`src/rtl/seq_alu_pkg.sv`:
```
// Shared constants, state encoding and sizing helper for the sequential divide/sqrt unit.
package seq_alu_pkg;

  localparam logic OP_DIV  = 1'b0;
  localparam logic OP_SQRT = 1'b1;

  typedef enum logic [1:0] {
    ST_IDLE = 2'd0,
    ST_RUN  = 2'd1,
    ST_DONE = 2'd2
  } state_t;

  // Down-counter must hold WIDTH itself, hence the extra bit.
  function automatic int cnt_width(input int width);
    return $clog2(width) + 1;
  endfunction

endpackage

```
`src/rtl/seq_divsqrt_if.sv`:
```
// Start/done handshake and operand/result bus of the divide/sqrt unit.
interface seq_divsqrt_if #(parameter int WIDTH = 8);
  logic             in_start;
  logic             in_op;
  logic [WIDTH-1:0] in_a;
  logic [WIDTH-1:0] in_b;
  logic             out_busy;
  logic             out_done;
  logic [WIDTH-1:0] out_result;
  logic [WIDTH-1:0] out_rest;
  logic             out_divzero;

  modport master (
    output in_start, in_op, in_a, in_b,
    input  out_busy, out_done, out_result, out_rest, out_divzero
  );

  modport slave (
    input  in_start, in_op, in_a, in_b,
    output out_busy, out_done, out_result, out_rest, out_divzero
  );
endinterface

```
`src/rtl/divsqrt_step.sv`:
```
// Compare-and-subtract cell: x - y plus a flag that is 1 when x >= y.
module divsqrt_step #(
  parameter int W = 10
) (
  input  logic [W-1:0] x,
  input  logic [W-1:0] y,
  output logic [W-1:0] diff,
  output logic         no_borrow
);

  logic [W:0] full;

  assign full      = {1'b0, x} - {1'b0, y};
  assign diff      = full[W-1:0];
  assign no_borrow = ~full[W];

endmodule

```
`src/rtl/seq_divsqrt.sv`:
```
// Iterative unsigned divider / integer square root, one result bit per clock.
//
// state   | meaning
// ST_IDLE | waiting for in_start; results from the last op held
// ST_RUN  | iterating; down-counter tracks remaining bits
// ST_DONE | one-cycle done pulse; a new start may be accepted here
module seq_divsqrt
  import seq_alu_pkg::*;
#(
  parameter int WIDTH = 8
) (
  input logic          in_clk,
  input logic          in_reset,
  seq_divsqrt_if.slave bus
);

  localparam int CW = cnt_width(WIDTH);
  localparam int RW = WIDTH + 2;

  state_t           state_q, state_d;
  logic [CW-1:0]    cnt_q, cnt_d;
  logic             op_q, op_d;
  logic [RW-1:0]    rem_q, rem_d;
  logic [WIDTH-1:0] quo_q, quo_d;
  logic [WIDTH-1:0] opd_q, opd_d;
  logic [WIDTH-1:0] div_q, div_d;
  logic [WIDTH-1:0] result_q, result_d;
  logic [WIDTH-1:0] rest_q, rest_d;
  logic             divzero_q, divzero_d;

  logic [RW-1:0]    step_x, step_y, step_diff;
  logic             step_nb;
  logic             accept;
  logic             rem_hi_unused;

  // Partial remainders never exceed WIDTH bits between iterations.
  assign rem_hi_unused = ^rem_q[RW-1:WIDTH];

  always_comb begin
    step_x = '0;
    step_y = '0;
    if (op_q == OP_SQRT) begin
      step_x = {rem_q[WIDTH-1:0], opd_q[WIDTH-1 -: 2]};
      step_y = {quo_q, 2'b01};
    end else begin
      step_x = {rem_q[WIDTH:0], opd_q[WIDTH-1]};
      step_y = {2'b00, div_q};
    end
  end

  divsqrt_step #(.W(RW)) u_step (
    .x         (step_x),
    .y         (step_y),
    .diff      (step_diff),
    .no_borrow (step_nb)
  );

  always_comb begin
    state_d   = state_q;
    cnt_d     = cnt_q;
    op_d      = op_q;
    rem_d     = rem_q;
    quo_d     = quo_q;
    opd_d     = opd_q;
    div_d     = div_q;
    result_d  = result_q;
    rest_d    = rest_q;
    divzero_d = divzero_q;
    accept    = bus.in_start && (state_q != ST_RUN);

    case (state_q)
      ST_RUN: begin
        rem_d = step_nb ? step_diff : step_x;
        quo_d = {quo_q[WIDTH-2:0], step_nb};
        opd_d = (op_q == OP_SQRT) ? (opd_q << 2) : (opd_q << 1);
        cnt_d = cnt_q - CW'(1);
        if (cnt_q == CW'(1)) begin
          state_d  = ST_DONE;
          result_d = quo_d;
          rest_d   = rem_d[WIDTH-1:0];
        end
      end
      ST_DONE: state_d = ST_IDLE;
      default: ;
    endcase

    if (accept) begin
      op_d      = bus.in_op;
      opd_d     = bus.in_a;
      div_d     = bus.in_b;
      rem_d     = '0;
      quo_d     = '0;
      divzero_d = 1'b0;
      if (bus.in_op == OP_DIV && bus.in_b == '0) begin
        state_d   = ST_DONE;
        cnt_d     = '0;
        result_d  = '1;
        rest_d    = bus.in_a;
        divzero_d = 1'b1;
      end else begin
        state_d = ST_RUN;
        cnt_d   = (bus.in_op == OP_SQRT) ? CW'(WIDTH / 2) : CW'(WIDTH);
      end
    end
  end

  always_ff @(posedge in_clk) begin
    if (in_reset) begin
      state_q   <= ST_IDLE;
      cnt_q     <= '0;
      op_q      <= 1'b0;
      rem_q     <= '0;
      quo_q     <= '0;
      opd_q     <= '0;
      div_q     <= '0;
      result_q  <= '0;
      rest_q    <= '0;
      divzero_q <= 1'b0;
    end else begin
      state_q   <= state_d;
      cnt_q     <= cnt_d;
      op_q      <= op_d;
      rem_q     <= rem_d;
      quo_q     <= quo_d;
      opd_q     <= opd_d;
      div_q     <= div_d;
      result_q  <= result_d;
      rest_q    <= rest_d;
      divzero_q <= divzero_d;
    end
  end

  assign bus.out_busy    = (state_q == ST_RUN);
  assign bus.out_done    = (state_q == ST_DONE);
  assign bus.out_result  = result_q;
  assign bus.out_rest    = rest_q;
  assign bus.out_divzero = divzero_q;

endmodule

```
`src/flat_wrapper.sv`:
```
// flat-port wrapper written by rule: the top's interface ports become plain ports
module seq_divsqrt_flat import seq_alu_pkg::*;
#(
  parameter int WIDTH = 8
)
  (in_clk, in_reset, bus_in_start, bus_in_op, bus_in_a, bus_in_b, bus_out_busy, bus_out_done, bus_out_result, bus_out_rest, bus_out_divzero);
  seq_divsqrt_if #(.WIDTH(WIDTH)) bus_i ();
  input logic in_clk;
  input logic in_reset;
  input wire logic [$bits(bus_i.in_start)-1:0] bus_in_start;
  input wire logic [$bits(bus_i.in_op)-1:0] bus_in_op;
  input wire logic [$bits(bus_i.in_a)-1:0] bus_in_a;
  input wire logic [$bits(bus_i.in_b)-1:0] bus_in_b;
  output wire logic [$bits(bus_i.out_busy)-1:0] bus_out_busy;
  output wire logic [$bits(bus_i.out_done)-1:0] bus_out_done;
  output wire logic [$bits(bus_i.out_result)-1:0] bus_out_result;
  output wire logic [$bits(bus_i.out_rest)-1:0] bus_out_rest;
  output wire logic [$bits(bus_i.out_divzero)-1:0] bus_out_divzero;
  assign bus_i.in_start = bus_in_start;
  assign bus_i.in_op = bus_in_op;
  assign bus_i.in_a = bus_in_a;
  assign bus_i.in_b = bus_in_b;
  assign bus_out_busy = bus_i.out_busy;
  assign bus_out_done = bus_i.out_done;
  assign bus_out_result = bus_i.out_result;
  assign bus_out_rest = bus_i.out_rest;
  assign bus_out_divzero = bus_i.out_divzero;
  seq_divsqrt #(.WIDTH(WIDTH)) u_core (.in_clk(in_clk), .in_reset(in_reset), .bus(bus_i));
endmodule
```
`config.mk`:
```
export PLATFORM = sky130hd
export DESIGN_NAME = seq_divsqrt_flat
export DESIGN_NICKNAME = d
export VERILOG_FILES = /design/src/rtl/seq_alu_pkg.sv /design/src/rtl/seq_divsqrt_if.sv /design/src/rtl/divsqrt_step.sv /design/src/rtl/seq_divsqrt.sv /design/src/flat_wrapper.sv
export SDC_FILE = /design/constraint.sdc
export NUM_CORES = 1
export LEC_CHECK = 0
export ABC_AREA = 1
export ABC_CLOCK_PERIOD_IN_PS = 5100
export BUFFER_PORTS_ARGS = -buffer_cell sky130_fd_sc_hd__buf_2
export CAP_MARGIN = 10
export CORE_MARGIN = 5
export CORE_UTILIZATION = 57
export DETAILED_ROUTE_END_ITERATION = 7
export HOLD_SLACK_MARGIN = 0.15
export PLACE_DENSITY = 0.78
export SLEW_MARGIN = 20
export SYNTH_ARGS = -nofsm -noshare
export SYNTH_HDL_FRONTEND = slang
export SYNTH_SLANG_ARGS = --single-unit
```
`constraint.sdc`:
```
create_clock -name in_clk -period 5.1 [get_ports in_clk]
set_clock_uncertainty 0.05 [all_clocks]
set_input_delay 1.02 -clock in_clk [delete_from_list [all_inputs] [get_ports in_clk]]
set_output_delay 1.02 -clock in_clk [all_outputs]
set_load 0.005 [all_outputs]
```
Yosys cells after proc, flatten, opt, wreduce, memory -nomap -nowiden
Cells that the tools add are included.
- $add $sub $neg: 2
- multipliers: 0
- div/mod/pow operators: 0
- $lt $le $gt $ge: 0
- equality and inequality tests: 5
- shifts and indexed selects: 0
- multiplexer cells: 23
- bitwise logic cells: 2
- reductions and logical operators: 7
- operators with widths (kind ; number):
    8-bit 2-to-1 mux ; 11
    10-bit 2-to-1 mux ; 2
    4-bit 2-to-1 mux ; 4
    10-bit by 10-bit subtractor with 11-bit output ; 1
    9-bit 2-to-1 mux ; 1
    8-bit logical NOT ; 1
    2-bit 2-to-1 mux ; 3
    4-bit by 1-bit equality test with 1-bit output, second input constant ; 1
    2-bit one-hot mux with 2 select lines ; 1
    4-bit by 1-bit subtractor with 4-bit output, second input constant ; 1
    3-bit by 1-bit inequality test with 1-bit output, second input constant ; 1
    3-bit nonzero test ; 1
    2-bit by 1-bit equality test with 1-bit output, second input constant ; 1
    2-bit equality test, second input constant ; 1
    1-bit logical AND ; 2
    2-bit by 1-bit inequality test with 1-bit output, second input constant ; 1
    1-bit NOT ; 2
    2-bit AND reduction ; 1
    2-bit nonzero test ; 1
    2-bit OR reduction ; 1
    1-bit 2-to-1 mux ; 1
- register bits: 57
- bits in latches: 0
- RAM bits: 0
- bits in read-only memories: 0
- bits of input ports: 20
- output and inout bits: 19
- word-level logic and storage cells: 49
- memories kept: 0

Depth between registers and ports, before layout
Gate-level depths: netlist of the first run.
- depth after elaboration: 7
- mapped depth: 16
- depth with buffers taken out: 15

By module
From an unflattened synthesis of the first run, not the netlist that was laid out.
- cells, all modules: 502
- area, all modules: 3288.2 µm²
- modules (own cells, without submodules) (module ; instances ; cells each ; area an instance (µm²) ; sequential area each (µm²)):
    seq_divsqrt ; 1 ; 403 ; 2746.4 ; 1141.1
    divsqrt_step ; 1 ; 99 ; 541.8 ; 0.0

Worst setup path after synthesis of the first run
OpenSTA, ideal clock, no wires.
- path type: flip-flop to flip-flop
- from: register u_core.op_q
- to: register u_core.rem_q[4]
- library setup time: 0.113 ns
- arrival: 2.263 ns
- required time: 4.937 ns
- path slack: 2.673 ns
- cell stages (with the launch flop): 15
- buffers on the path: 2
- period minus slack after synthesis: 2.427 ns
- cell sequence: dfxtp_1 -> buf_2 -> buf_2 -> or2_2 -> ha_1 -> fa_1 -> inv_1 -> nand2_1 -> nand2_1 -> nand2_1 -> xnor2_1 -> nand2_4 -> o21ai_2 -> o21ai_1 -> inv_1
- cells in the longest elaborated chain, start to end: 3
- elaborated cells on any way between the ends: 4
- those cells by class: add/sub: 1; mux: 3
- ends and longest elaborated chain (what ; RTL line ; source):
    start: declaration ; seq_divsqrt.sv:22 ; logic op_q, op_d;
    start signal: assignment ; seq_divsqrt.sv:122 ; op_q <= op_d;
    10-bit 2-to-1 mux ; seq_divsqrt.sv:42 ; if (op_q == OP_SQRT) begin
    10-bit by 10-bit subtractor with 11-bit output ; divsqrt_step.sv:13 ; assign full = {1'b0, x} - {1'b0, y};
    9-bit 2-to-1 mux * ; seq_divsqrt.sv:73 ; rem_d = step_nb ? step_diff : step_x;
    end signal: assignment ; seq_divsqrt.sv:123 ; rem_q <= rem_d;
    end: declaration ; seq_divsqrt.sv:23 ; logic [RW-1:0] rem_q, rem_d;
Every way passes the cells marked *; elsewhere a longest branch is shown, timed or not.
A chain may end at the register's enable or synchronous reset.

Final worst setup path of the first run
- from: register u_core.op_q
- to: register u_core.rem_q[3]
The elaborated chain is that of the path after synthesis.

==> implementation parameters, run 1 <==
Parameter                              Value

Die
  Area of the core    5851 µm²
  Number of placement rows    28
  Die extent in y    86.93 µm
  Die ar.    7557 µm²
  Width of the chip    86.93 µm
  Starting Density    0.5766
  Total I/O pin count    39

Global route
  Global routing usage summed across all routing layers    0.2307
  Leftover overflow at the end of global routing    0
  Antenna violations before repair    0
  Wire length of the first global-routing pass    13.62 mm
  Maximum number of pins on one net before global-route repair    33
  Via count of the first global-routing pass    2892

Yosys
  Share of flip-flops with an asynchronous set or reset    0
  Library cells used by synthesis    41
  Main synth FF type    sky130_fd_sc_hd__dfxtp_1
  Top cells by area in the synthesized netlist    sky130_fd_sc_hd__dfxtp_1, sky130_fd_sc_hd__nand2_1, sky130_fd_sc_hd__a21oi_1
  Fraction of post-synthesis cell area in the top cell type by area    0.3383
  Warnings from Yosys    0
  Cell count after synthesis    467
  Sequential fraction of the synthesis area    0.3383
  Post-synthesis cell area    3373 µm²
  Post-synth net total    502
  Mapped Avg Cell Area    7.223 µm²
  Leading area contributor after synthesis    sky130_fd_sc_hd__dfxtp_1
  Number of flip-flops and latches in the synthesized netlist    57
  Number of enable-type register cells in the synthesized netlist    0

Power and ir drop
  Cell-internal power    0.0008900 W
  Maximum ir drop on the vdd rail    0.0002613 V
  Register share of total power    0.353
  P_sw    0.0005487 W
  Share of power burned in the clock network    0.301
  Logic gate share of total power    0.346
  Leakage dissipation    1.751 nW
  Switching fraction of total power    0.3814
  Power per unit of standard cell area    383.8 nW/µm²

CTS
  CTS sink count    57
  CTS clk-pin slew, worst paths    0.08 ns
  Number of H-tree levels    3
  Clock tree from TritonCTS    done
  Buffers from clock root to sink, at most    2
  Post-CTS Hold Fix Bufs    0
  Root cell of the clock tree    sky130_fd_sc_hd__clkbuf_8
  Number of buffers created by CTS    9
  PostCTS Resize Cnt    0
  Post-CTS setup buffers    0
  Clock network latency to the later pin of the worst-skew pair    0.34 ns

Worst hold path
  Worst Hold Path Cells    2
  Class of the worst hold path    reg -> reg
  Sink of the worst hold path    u_core.rem_q[8]$_SDFFE_PP0P_
  HP Start    u_core.rem_q[8]$_SDFFE_PP0P_

STA
  Hold violation total from the final report    0
  Setup TNS Final    0 ns
  Final count of pins violating max slew    0
  Setup violators final    0
  Worst rel slew slack    0.3437
  RSZ-0062 raised after global routing    false
  Post-layout min period    3.043 ns
  Hold WS    0.4198 ns
  Transition time at the pin with the least slew margin    0.9845 ns
  Peak clock frequency supported by timing    328.6 MHz
  Ratio of final minimum period to clock period    0.5967

Critical path
  Setup slack of the most critical reg-to-reg path    2.06 ns
  Worst path slowest cell    sky130_fd_sc_hd__dfxtp_1
  Worst-path maximum fanout    21
  Critical R2R Capture    u_core.rem_q[3]$_SDFFE_PP0P_
  Family of cells with the greatest summed delay on the critical path    flip-flops
  WP data required    5.28 ns
  Reg2Reg Depth    11
  Kind of critical path    reg -> reg
  Crit path largest cell delay    0.65 ns
  Reg-to-reg startpoint    u_core.op_q$_SDFFE_PP0P_
  Source of the critical timing path    u_core.op_q$_SDFFE_PP0P_
  Cell count along the critical path    11
  Data arrival, critical path    3.22 ns
  Cell chain of the critical path    buf_4 > mux2i_1 > ha_1 > fa_1 > inv_1 > nand3_4 > nand3_4 > nand2_1 > o21ai_1 > o21ai_1 > inv_1
  Worst Setup Start Kind    flop
  Critical path buffer and inverter count    3
  Crit. End Element    flop

Cells and area
  Layout cells sized above 1    0.1928
  Final standard cell utilization of the core    0.6407
  Antenna Cells    0
  Final std cell area, no fill    3749 µm²
  Area added between synthesis and finish    11.13%
  Number of filler instances in the final layout    526
  Area used by multi-input combinational logic    1857 µm²
  Area used by sequential logic in the layout    1141 µm²
  Count of nets after finishing    533

Placement
  Post-DP Area    3543 µm²
  Buffers added on ports    38
  HPWL reported at the end of detailed placement    5.906 mm
  Final weighted congestion in routability-driven placement    0.9708

Routing
  Via count    3140
  Length of the first detailed-routing pass in iterations    5
  Wirelength per Cell    14.08 µm
  Total wirelength of the detailed-routed design    8.141 mm
  DRT antenna net count    0
  Detailed-route vias per instance    5.433
  Drt first-iter violations    207
  Post-route DRC    0

Run status
  Outcome    complete, no violations

Run
  Maximum capacitance violations    0
[metal layers]
layer | part of all wire | global-route usage | routed length (µm)
met5 | 0 | 0 | 0
met4 | 0.014 | 0.06941 | 116
met3 | 0.062 | 0.07096 | 506
met1 | 0.46 | 0.3076 | 3768
met2 | 0.46 | 0.3582 | 3749
[how the worst max path moves through the flow]
stage and endpoint:
2_1_floorplan u_core.rem_q[4]$_SDFFE_PP0P_, 3_3_place_gp u_core.rem_q[3]$_SDFFE_PP0P_, 3_5_place_dp u_core.rem_q[3]$_SDFFE_PP0P_, 4_1_cts u_core.rem_q[3]$_SDFFE_PP0P_, 5_1_grt u_core.rem_q[3]$_SDFFE_PP0P_, 6_report u_core.rem_q[3]$_SDFFE_PP0P_
[power groups by stage]
stage          Clock, W  Sequential [W]  Combinational [W]
3_3_place_gp          0        0.000515           0.000482
3_5_place_dp          0        0.000516           0.000492
2_1_floorplan         0        0.000509           0.000437
4_1_cts        0.000439        0.000507           0.000496
5_1_grt        0.000466        0.000511           0.000557
6_report       0.000434        0.000507           0.000498
[cells in the mapped netlist (4+ instances only)]
cell                       count
sky130_fd_sc_hd__mux2i_1       8
sky130_fd_sc_hd__dfxtp_1      57
sky130_fd_sc_hd__inv_1        61
sky130_fd_sc_hd__nor2_4        4
sky130_fd_sc_hd__o21ai_1       8
sky130_fd_sc_hd__ha_1         14
sky130_fd_sc_hd__nand2_2       9
sky130_fd_sc_hd__nand3b_1      4
sky130_fd_sc_hd__nand3_1      14
sky130_fd_sc_hd__nand4_1       4
sky130_fd_sc_hd__nand2_1     105
sky130_fd_sc_hd__o21ai_2       4
sky130_fd_sc_hd__or2_2         5
sky130_fd_sc_hd__buf_2         6
sky130_fd_sc_hd__o221ai_1      6
sky130_fd_sc_hd__o21ai_0      32
sky130_fd_sc_hd__a21oi_1      51
sky130_fd_sc_hd__o211ai_2      5
sky130_fd_sc_hd__nor2_1       29
sky130_fd_sc_hd__clkbuf_1      5
[state kept, by name (all words and copies together), names as in the netlist]
| name | count |
|---|---|
| u_core.bus.out_divzero | 1 |
| u_core.bus.out_rest | 8 |
| u_core.bus.out_result | 8 |
| u_core.cnt_q | 4 |
| u_core.div_q | 8 |
| u_core.op_q | 1 |
| u_core.opd_q | 8 |
| u_core.quo_q | 8 |
| u_core.rem_q | 9 |
| u_core.state_q | 2 |
[cell type report]
type                       instances  share of cell area
clock inverter                     6             0.01802
tap                               75             0.02503
inverter                          67             0.06776
clock buffer                      10             0.03672
timing repair buffer              39             0.05274
sequential                        57              0.3044
multi-input combinational        324              0.4953
[logic make-up (layout without fill, tap and decap cells)]
kind of cell    after synthesis  after routing  share of synthesized area
compound gates              112            112                     0.1944
fa+ha+maj                    15             15                    0.05786
mux                           8              8                    0.02374
buf+inv                      86            122                     0.1113
flops                        57             57                     0.3383
simple gates                185            185                     0.2641
xor+xnor                      4              4                    0.01039
[stage by stage]
step                power [W]  worst slack [ns]  std cells
floorplan           0.0009458             2.673        467
global placement    0.0009969             2.199        562
detailed placement   0.001009             2.100        562
CTS                  0.001442             2.081        578
global route         0.001535             1.807        578
finish               0.001439             2.057        578
[worst reg2reg max path: stages, from the launching register on]
cell and delay, ns:
sky130_fd_sc_hd__dfxtp_1 0.65, sky130_fd_sc_hd__buf_4 0.34, sky130_fd_sc_hd__mux2i_1 0.41, sky130_fd_sc_hd__ha_1 0.25
sky130_fd_sc_hd__fa_1 0.21, sky130_fd_sc_hd__inv_1 0.10, sky130_fd_sc_hd__nand3_4 0.13, sky130_fd_sc_hd__nand3_4 0.30
sky130_fd_sc_hd__nand2_1 0.22, sky130_fd_sc_hd__o21ai_1 0.08, sky130_fd_sc_hd__o21ai_1 0.13, sky130_fd_sc_hd__inv_1 0.06
[cells in the final DEF, fill, tap and decap left out, types with 9 or more instances in the layout]
master                       n
sky130_fd_sc_hd__a21oi_1    51
sky130_fd_sc_hd__clkbuf_8   10
sky130_fd_sc_hd__nand2_1   105
sky130_fd_sc_hd__nand3_1    14
sky130_fd_sc_hd__o21ai_0    32
sky130_fd_sc_hd__nor2_1     29
sky130_fd_sc_hd__dfxtp_1    57
sky130_fd_sc_hd__nand2_2     9
sky130_fd_sc_hd__ha_1       14
sky130_fd_sc_hd__buf_2      38
sky130_fd_sc_hd__inv_1      61
(Power assumes the default switching activity.)
==> run 2, diff against run 1 <==
--- a/config.mk
+++ b/config.mk
@@ -5,15 +5,15 @@
 export SDC_FILE = /design/constraint.sdc
 export NUM_CORES = 1
 export LEC_CHECK = 0
-export ABC_AREA = 1
-export ABC_CLOCK_PERIOD_IN_PS = 5100
+export ABC_AREA = 0
+export ABC_CLOCK_PERIOD_IN_PS = 2700
 export BUFFER_PORTS_ARGS = -buffer_cell sky130_fd_sc_hd__buf_2
 export CAP_MARGIN = 10
 export CORE_MARGIN = 5
-export CORE_UTILIZATION = 57
+export CORE_UTILIZATION = 53
 export DETAILED_ROUTE_END_ITERATION = 7
 export HOLD_SLACK_MARGIN = 0.15
-export PLACE_DENSITY = 0.78
+export PLACE_DENSITY = 0.77
 export SLEW_MARGIN = 20
 export SYNTH_ARGS = -nofsm -noshare
 export SYNTH_HDL_FRONTEND = slang
==> constraint.sdc (replaced) <==
create_clock -name in_clk -period 2.7 [get_ports in_clk]
set_clock_uncertainty 0.05 [all_clocks]
set_input_delay 0.54 -clock in_clk [delete_from_list [all_inputs] [get_ports in_clk]]
set_output_delay 0.54 -clock in_clk [all_outputs]
set_load 0.005 [all_outputs]
==> run 2 against run 1 <==
Compared with the run above: wire length is 1.4% higher; critical path depth is 1 lower; utilization up 1.1 points; die area up 3.5%; sequential power grew 86%; via count shrank 3.8%; count of clock-buffer cells in the layout grew 3; critical endpoint is now u_core.rem_q[7]$_SDFFE_PP0P_; largest cell class unchanged.
==> implementation parameters, run 2 <==
Parameter                              Value

CTS
  Clock network latency to the later pin of the worst-skew pair    0.34 ns
  Number of H-tree levels    3
  CTS clk-pin slew, worst paths    0.06 ns
  Buffers from clock root to sink, at most    2
  CTS sink count    57
  Root cell of the clock tree    sky130_fd_sc_hd__clkbuf_8
  Post-CTS Hold Fix Bufs    0
  Number of buffers created by CTS    9
  Clock tree from TritonCTS    done

STA
  Setup violators final    0
  Post-layout min period    2.638 ns
  Transition time at the pin with the least slew margin    0.6028 ns
  Final count of pins violating max slew    0
  Peak clock frequency supported by timing    379.1 MHz
  Setup TNS Final    0 ns
  Ratio of final minimum period to clock period    0.9770
  Worst rel slew slack    0.5966
  Hold WS    0.3996 ns
  Hold violation total from the final report    0

Yosys
  Sequential fraction of the synthesis area    0.3500
  Mapped Avg Cell Area    8.536 µm²
  Post-synth net total    417
  Leading area contributor after synthesis    sky130_fd_sc_hd__dfxtp_1
  Top cells by area in the synthesized netlist    sky130_fd_sc_hd__dfxtp_1, sky130_fd_sc_hd__mux2i_1, sky130_fd_sc_hd__nand2_1
  Main synth FF type    sky130_fd_sc_hd__dfxtp_1
  Fraction of post-synthesis cell area in the top cell type by area    0.3500
  Number of enable-type register cells in the synthesized netlist    0
  Warnings from Yosys    0
  Most frequently used cell type in the post-synthesis netlist    sky130_fd_sc_hd__dfxtp_1
  Number of flip-flops and latches in the synthesized netlist    57
  Library cells used by synthesis    52
  Cell count after synthesis    382
  Post-synthesis cell area    3261 µm²
  List of most frequent post-synthesis cells    sky130_fd_sc_hd__dfxtp_1, sky130_fd_sc_hd__nand2_1, sky130_fd_sc_hd__mux2i_1
  Share of flip-flops with an asynchronous set or reset    0

Global route
  Maximum number of pins on one net before global-route repair    52
  Global routing usage summed across all routing layers    0.2265
  Wire length of the first global-routing pass    13.67 mm
  Via count of the first global-routing pass    2994
  Leftover overflow at the end of global routing    0
  Antenna violations before repair    0

Cells and area
  Largest reg by FF count    u_core.rem_q
  Most frequent standard cell in the layout excluding fill and tap cells    sky130_fd_sc_hd__dfxtp_1
  Layout cells sized above 1    0.2341
  Number of filler instances in the final layout    488
  Area added between synthesis and finish    18.96%
  Count of nets after finishing    473
  Highest-count cells in the layout ignoring fill and taps    sky130_fd_sc_hd__dfxtp_1, sky130_fd_sc_hd__nand2_1, sky130_fd_sc_hd__buf_2
  Antenna Cells    0
  Flip-flop count of the largest register after layout    9

Worst hold path
  Class of the worst hold path    in -> reg

Critical path
  Worst path slowest cell    sky130_fd_sc_hd__dfxtp_4
  Family of cells with the greatest summed delay on the critical path    compound AO/OA/AOI/OAI gates
  WP data required    2.90 ns
  Crit path largest cell delay    0.35 ns
  Crit. End Element    flop
  Worst-path maximum fanout    7
  Critical path buffer and inverter count    2
  Kind of critical path    reg -> reg
  Cell chain of the critical path    buf_4 > or2_2 > ha_2 > fa_2 > nand2b_4 > a211oi_4 > o21a_1 > buf_6 > nor2_2 > o31ai_1
  Worst Setup Start Kind    flop
  Data arrival, critical path    2.84 ns

Die
  Starting Density    0.5475
  Width of the chip    88.44 µm
  Number of placement rows    28
  Die ar.    7821 µm²
  Die extent in y    88.44 µm
  Area of the core    5956 µm²
  Total I/O pin count    39

Routing
  Detailed-route vias per instance    5.864
  Total wirelength of the detailed-routed design    8.259 mm
  Drt first-iter violations    177
  Via count    3020
  Sum of met3 wire segment lengths after detailed routing    558 µm
  Length of the first detailed-routing pass in iterations    4
  DRT antenna net count    0
  Post-route DRC    0
  M1 wire length    3.575 mm
  Highest metal used    met4
  Met2 wire length    3.840 mm
  Wirelength per Cell    16.04 µm

Run status
  Outcome    complete, no violations

Power and ir drop
  Leakage dissipation    1.609 nW
  Maximum ir drop on the vdd rail    0.0004757 V
  Power per unit of standard cell area    691.9 nW/µm²

Placement
  Buffers added on ports    38
  HPWL reported at the end of detailed placement    6.064 mm
  Final weighted congestion in routability-driven placement    0.9832

Run
  Maximum capacitance violations    0
==> run 2: cell types whose count changed in the layout (fill, tap and decap cells not counted), moves of 8 or more <==
| cell | change |
|---|---|
| sky130_fd_sc_hd__a21oi_1 | -28 |
| sky130_fd_sc_hd__nor2b_1 | +10 |
| sky130_fd_sc_hd__mux2i_1 | +18 |
| sky130_fd_sc_hd__nand2_2 | -9 |
| sky130_fd_sc_hd__nor3_1 | +8 |
| sky130_fd_sc_hd__buf_4 | +28 |
| sky130_fd_sc_hd__a211oi_1 | +18 |
| sky130_fd_sc_hd__inv_1 | -52 |
| sky130_fd_sc_hd__a31oi_1 | +14 |
| sky130_fd_sc_hd__nor2_1 | -8 |
| sky130_fd_sc_hd__o21ai_0 | -21 |
| sky130_fd_sc_hd__o31ai_1 | +8 |
| sky130_fd_sc_hd__nand2_1 | -53 |
==> run 2: timing repair <==
| action | in CTS | in global routing |
|---|---|---|
| pin swaps | 1 | 4 |
| buffers inserted | 0 | 3 |
| cloned | 0 | 0 |
| setup endpoints to repair | 19 | 19 |
| resized for setup | 1 | 5 |
==> run 2: worst paths after layout <==
check,endpoint,slack (ns),from,depth (start not counted)
worst max register to register,u_core.rem_q[7]$_SDFFE_PP0P_,0.06,u_core.op_q$_SDFFE_PP0P_,10
worst min register to register,u_core.bus.out_divzero$_SDFFE_PP0P_,0.41,u_core.bus.out_divzero$_SDFFE_PP0P_,2
worst min-delay path,u_core.bus.out_rest[1]$_SDFF_PP0_,0.40,bus_in_a[1],3
worst max-delay path,u_core.rem_q[7]$_SDFFE_PP0P_,0.06,u_core.op_q$_SDFFE_PP0P_,10
==> run 2: logic make-up after synthesis <==
family / share of synthesized area
multiplexers: 0.1040
XOR/XNOR: 0.01880
AO/OA/AOI/OAI: 0.2049
AND/OR/NAND/NOR: 0.2160
buffers and inverters: 0.04643
flip-flops: 0.3500
adder cells (fa/ha/maj): 0.05986
==> run 2: final cells by class <==
class / count / area [µm²] / share of cell area
Multi-Input combinational cell: 291 / 1987 / 0.5123
Sequential cell: 57 / 1145 / 0.2952
Timing Repair Buffer: 70 / 450.4 / 0.1161
Clock buffer: 13 / 168.9 / 0.04355
Tap cell: 75 / 93.84 / 0.02419
Inverter: 9 / 33.78 / 0.008710
==> run 2: routing by layer <==
| metal | GRT usage | vias up |
|---|---|---|
| met2 | 0.3780 | 101 |
| met5 | 0 | - |
| met3 | 0.07076 | 22 |
| li1 | - | 1490 |
| met1 | 0.2740 | 1407 |
| met4 | 0.08379 | 0 |
==> run 2: tightest hold or removal path, stage by stage <==
cell,delay [ns]
sky130_fd_sc_hd__buf_2,0.09
sky130_fd_sc_hd__a31oi_1,0.08
sky130_fd_sc_hd__o31ai_1,0.05
==> run 2: stage by stage <==
stage | area (µm²) | worst slack (ns) | std cells | util | total power [W]
finish | 3879 | 0.06208 | 515 | 0.6513 | 0.002684
global route | 3879 | -0.01658 | 515 | 0.6513 | 0.002841
CTS | 3827 | 0.003136 | 512 | 0.6426 | 0.002635
detailed placement | 3657 | -0.1168 | 499 | 0.6141 | 0.001931
global placement | 3657 | -0.01476 | 499 | 0.6141 | 0.001906
floorplan | 3293 | 0.0001825 | 382 | - | 0.001646
==> run 2: where the power goes <==
part | total, W | internal, W | switching [W]
clock | 0.000707 | 0.000393 | 0.000314
sequential | 0.000941 | 0.000899 | 0.0000424
combinational | 0.00104 | 0.000450 | 0.000585
==> run 3, diff against run 2 <==
--- a/config.mk
+++ b/config.mk
@@ -6,14 +6,14 @@
 export NUM_CORES = 1
 export LEC_CHECK = 0
 export ABC_AREA = 0
-export ABC_CLOCK_PERIOD_IN_PS = 2700
+export ABC_CLOCK_PERIOD_IN_PS = 2450
 export BUFFER_PORTS_ARGS = -buffer_cell sky130_fd_sc_hd__buf_2
 export CAP_MARGIN = 10
 export CORE_MARGIN = 5
-export CORE_UTILIZATION = 53
+export CORE_UTILIZATION = 57
 export DETAILED_ROUTE_END_ITERATION = 7
 export HOLD_SLACK_MARGIN = 0.15
-export PLACE_DENSITY = 0.77
+export PLACE_DENSITY = 0.78
 export SLEW_MARGIN = 20
 export SYNTH_ARGS = -nofsm -noshare
 export SYNTH_HDL_FRONTEND = slang
==> constraint.sdc (replaced) <==
create_clock -name in_clk -period 2.45 [get_ports in_clk]
set_clock_uncertainty 0.05 [all_clocks]
set_input_delay 0.49 -clock in_clk [delete_from_list [all_inputs] [get_ports in_clk]]
set_output_delay 0.49 -clock in_clk [all_outputs]
set_load 0.005 [all_outputs]
==> run 3 against run 2 <==
Compared with the run above: the run now ends with negative setup slack left; design area rose by 5.0%; hold slack got worse by 0.059 ns; critical path type unchanged; global-route usage rose by 2.2 points; power rose by 18%; die area fell by 6.2%; critical endpoint is now u_core.bus.out_rest[6]$_SDFF_PP0_; sequential cell count did not move.
==> implementation parameters, run 3 (synthesis results as in run 2) <==
Parameter                              Value

Run status
  Outcome    complete, but fails checks
  Failing checks    negative setup slack

Placement
  Buffers added on ports    38
  HPWL reported at the end of detailed placement    6.358 mm
  Number of placed instances with taps included    512
  Final weighted congestion in routability-driven placement    0.9453

Routing
  Highest metal used    met4
  Length of the first detailed-routing pass in iterations    4
  Total wirelength of the detailed-routed design    8.737 mm
  Detailed-route vias per instance    5.877
  Wirelength per Cell    16.58 µm
  M1 wire length    3.988 mm
  Drt first-iter violations    156
  Met2 wire length    4.217 mm
  Sum of met3 wire segment lengths after detailed routing    338 µm
  DRT antenna net count    0
  Via count    3097
  Post-route DRC    0

CTS
  Number of buffers created by CTS    9
  Clock tree from TritonCTS    done
  Post-CTS setup buffers    0
  Buffers from clock root to sink, at most    2
  CTS clk-pin slew, worst paths    0.07 ns
  Clock network latency to the later pin of the worst-skew pair    0.35 ns
  Root cell of the clock tree    sky130_fd_sc_hd__clkbuf_8
  Number of H-tree levels    3
  CTS sink count    57
  Post-CTS Hold Fix Bufs    0

Critical path
  Reg-to-reg startpoint    u_core.op_q$_SDFFE_PP0P_
  Reg2Reg Depth    9
  Critical R2R Capture    u_core.bus.out_rest[6]$_SDFF_PP0_
  Crit. End Element    flop
  Kind of critical path    reg -> reg
  Data arrival, critical path    2.65 ns
  Setup slack of the most critical reg-to-reg path    -0.02 ns
  Worst-path maximum fanout    5
  WP data required    2.63 ns
  Worst Setup Start Kind    flop

Global route
  Antenna violations before repair    0
  Maximum number of pins on one net before global-route repair    36
  Via count of the first global-routing pass    3054
  Global routing usage summed across all routing layers    0.2487
  Wire length of the first global-routing pass    14.35 mm
  Leftover overflow at the end of global routing    0

STA
  Ratio of final minimum period to clock period    1.009
  Post-route worst setup slack    -0.02260 ns
  RSZ-0062 raised after global routing    true
  Post-layout min period    2.473 ns
  Transition time at the pin with the least slew margin    0.4642 ns
  Peak clock frequency supported by timing    404.4 MHz
  Hold WS    0.3409 ns
  Setup violators final    2
  Worst rel slew slack    0.6903
  Hold violation total from the final report    0
  Final count of pins violating max slew    0

Cells and area
  Layout cells sized above 1    0.2923
  Area used by multi-input combinational logic    2079 µm²
  Flip-flop count of the largest register after layout    9
  Highest-count cells in the layout ignoring fill and taps    sky130_fd_sc_hd__dfxtp_1, sky130_fd_sc_hd__nand2_1, sky130_fd_sc_hd__buf_4
  Area added between synthesis and finish    24.90%
  Count of nets after finishing    486
  Most frequent standard cell in the layout excluding fill and tap cells    sky130_fd_sc_hd__dfxtp_1
  Non-filler cells, final    527
  Number of filler instances in the final layout    448
  Largest reg by FF count    u_core.rem_q
  Antenna Cells    0
  Area used by sequential logic in the layout    1145 µm²

Run
  Maximum capacitance violations    0

Die
  Starting Density    0.5885
  Width of the chip    85.64 µm
  Die extent in y    85.64 µm
  Die ar.    7333 µm²
  Total I/O pin count    39
  Area of the core    5540 µm²
  Number of placement rows    27

Power and ir drop
  Maximum ir drop on the vdd rail    0.0005036 V
  Power per unit of standard cell area    778.3 nW/µm²
  Leakage dissipation    1.704 nW
  Total chip power    0.003170 W

Worst hold path
  HP Start    bus_in_a[1]
  Sink of the worst hold path    u_core.bus.out_rest[1]$_SDFF_PP0_
  Worst Hold Path Cells    3
  Class of the worst hold path    in -> reg
## run 3: timing repair
action	in CTS	in global routing
gates resized for setup	7	17
pin swaps	4	7
endpoints found under the setup margin	18	19
## run 3: area by class of cell
| cell class | instances | share of cell area |
|---|---|---|
| repair buffers | 83 | 0.1346 |
| flip-flops and latches | 57 | 0.2811 |
| well taps | 72 | 0.02212 |
| clock buffers | 11 | 0.03226 |
| clock inverters | 4 | 0.01106 |
| multi-input cells | 291 | 0.5106 |
| inverters | 9 | 0.008295 |
## run 3: metrics by stage
stage	util	setup WS [ns]	instance area (µm²)	TNS [ns]
after CTS	0.7236	0.0002383	4009	0
after global routing	0.7351	-0.1207	4073	-1.405
final	0.7351	-0.02260	4073	-0.04213
after global placement	0.6861	-0.01766	3801	-0.05751
after detailed placement	0.6861	-0.06273	3801	-0.5055
after floorplan	-	-0.1604	3316	-1.659
## run 3: where the power goes
group	switching [W]	internal, W
combinational	0.000727	0.000580
clock	0.000362	0.000459
sequential	0.0000516	0.000990
## run 3: worst max path at each step
stage	from	endpoint	slack, ns	cells after the start
6_report	u_core.op_q$_SDFFE_PP0P_	u_core.bus.out_rest[6]$_SDFF_PP0_	-0.02	9
2_1_floorplan	u_core.op_q$_SDFFE_PP0P_	u_core.bus.out_rest[6]$_SDFF_PP0_	-0.16	11
3_5_place_dp	u_core.op_q$_SDFFE_PP0P_	u_core.rem_q[1]$_SDFFE_PP0P_	-0.06	9
4_1_cts	u_core.op_q$_SDFFE_PP0P_	u_core.bus.out_rest[2]$_SDFF_PP0_	0.0002	10
5_1_grt	u_core.op_q$_SDFFE_PP0P_	u_core.bus.out_rest[6]$_SDFF_PP0_	-0.12	9
3_3_place_gp	u_core.op_q$_SDFFE_PP0P_	u_core.bus.out_rest[7]$_SDFF_PP0_	-0.02	8
## run 3: routing by layer
metal | track usage | vias up
met5 | 0 | -
met4 | 0.09065 | 0
met3 | 0.06052 | 14
met2 | 0.4202 | 69
met1 | 0.3069 | 1493
li1 | - | 1521
## run 3: worst max-delay path, stage by stage, from the launching register on
cell	delay, ns
sky130_fd_sc_hd__dfxtp_4	0.35
sky130_fd_sc_hd__buf_6	0.11
sky130_fd_sc_hd__or2_4	0.23
sky130_fd_sc_hd__ha_4	0.16
sky130_fd_sc_hd__fa_2	0.33
sky130_fd_sc_hd__nand2b_4	0.16
sky130_fd_sc_hd__a211oi_4	0.30
sky130_fd_sc_hd__o21a_1	0.24
sky130_fd_sc_hd__nor3_1	0.08
sky130_fd_sc_hd__or3b_1	0.34
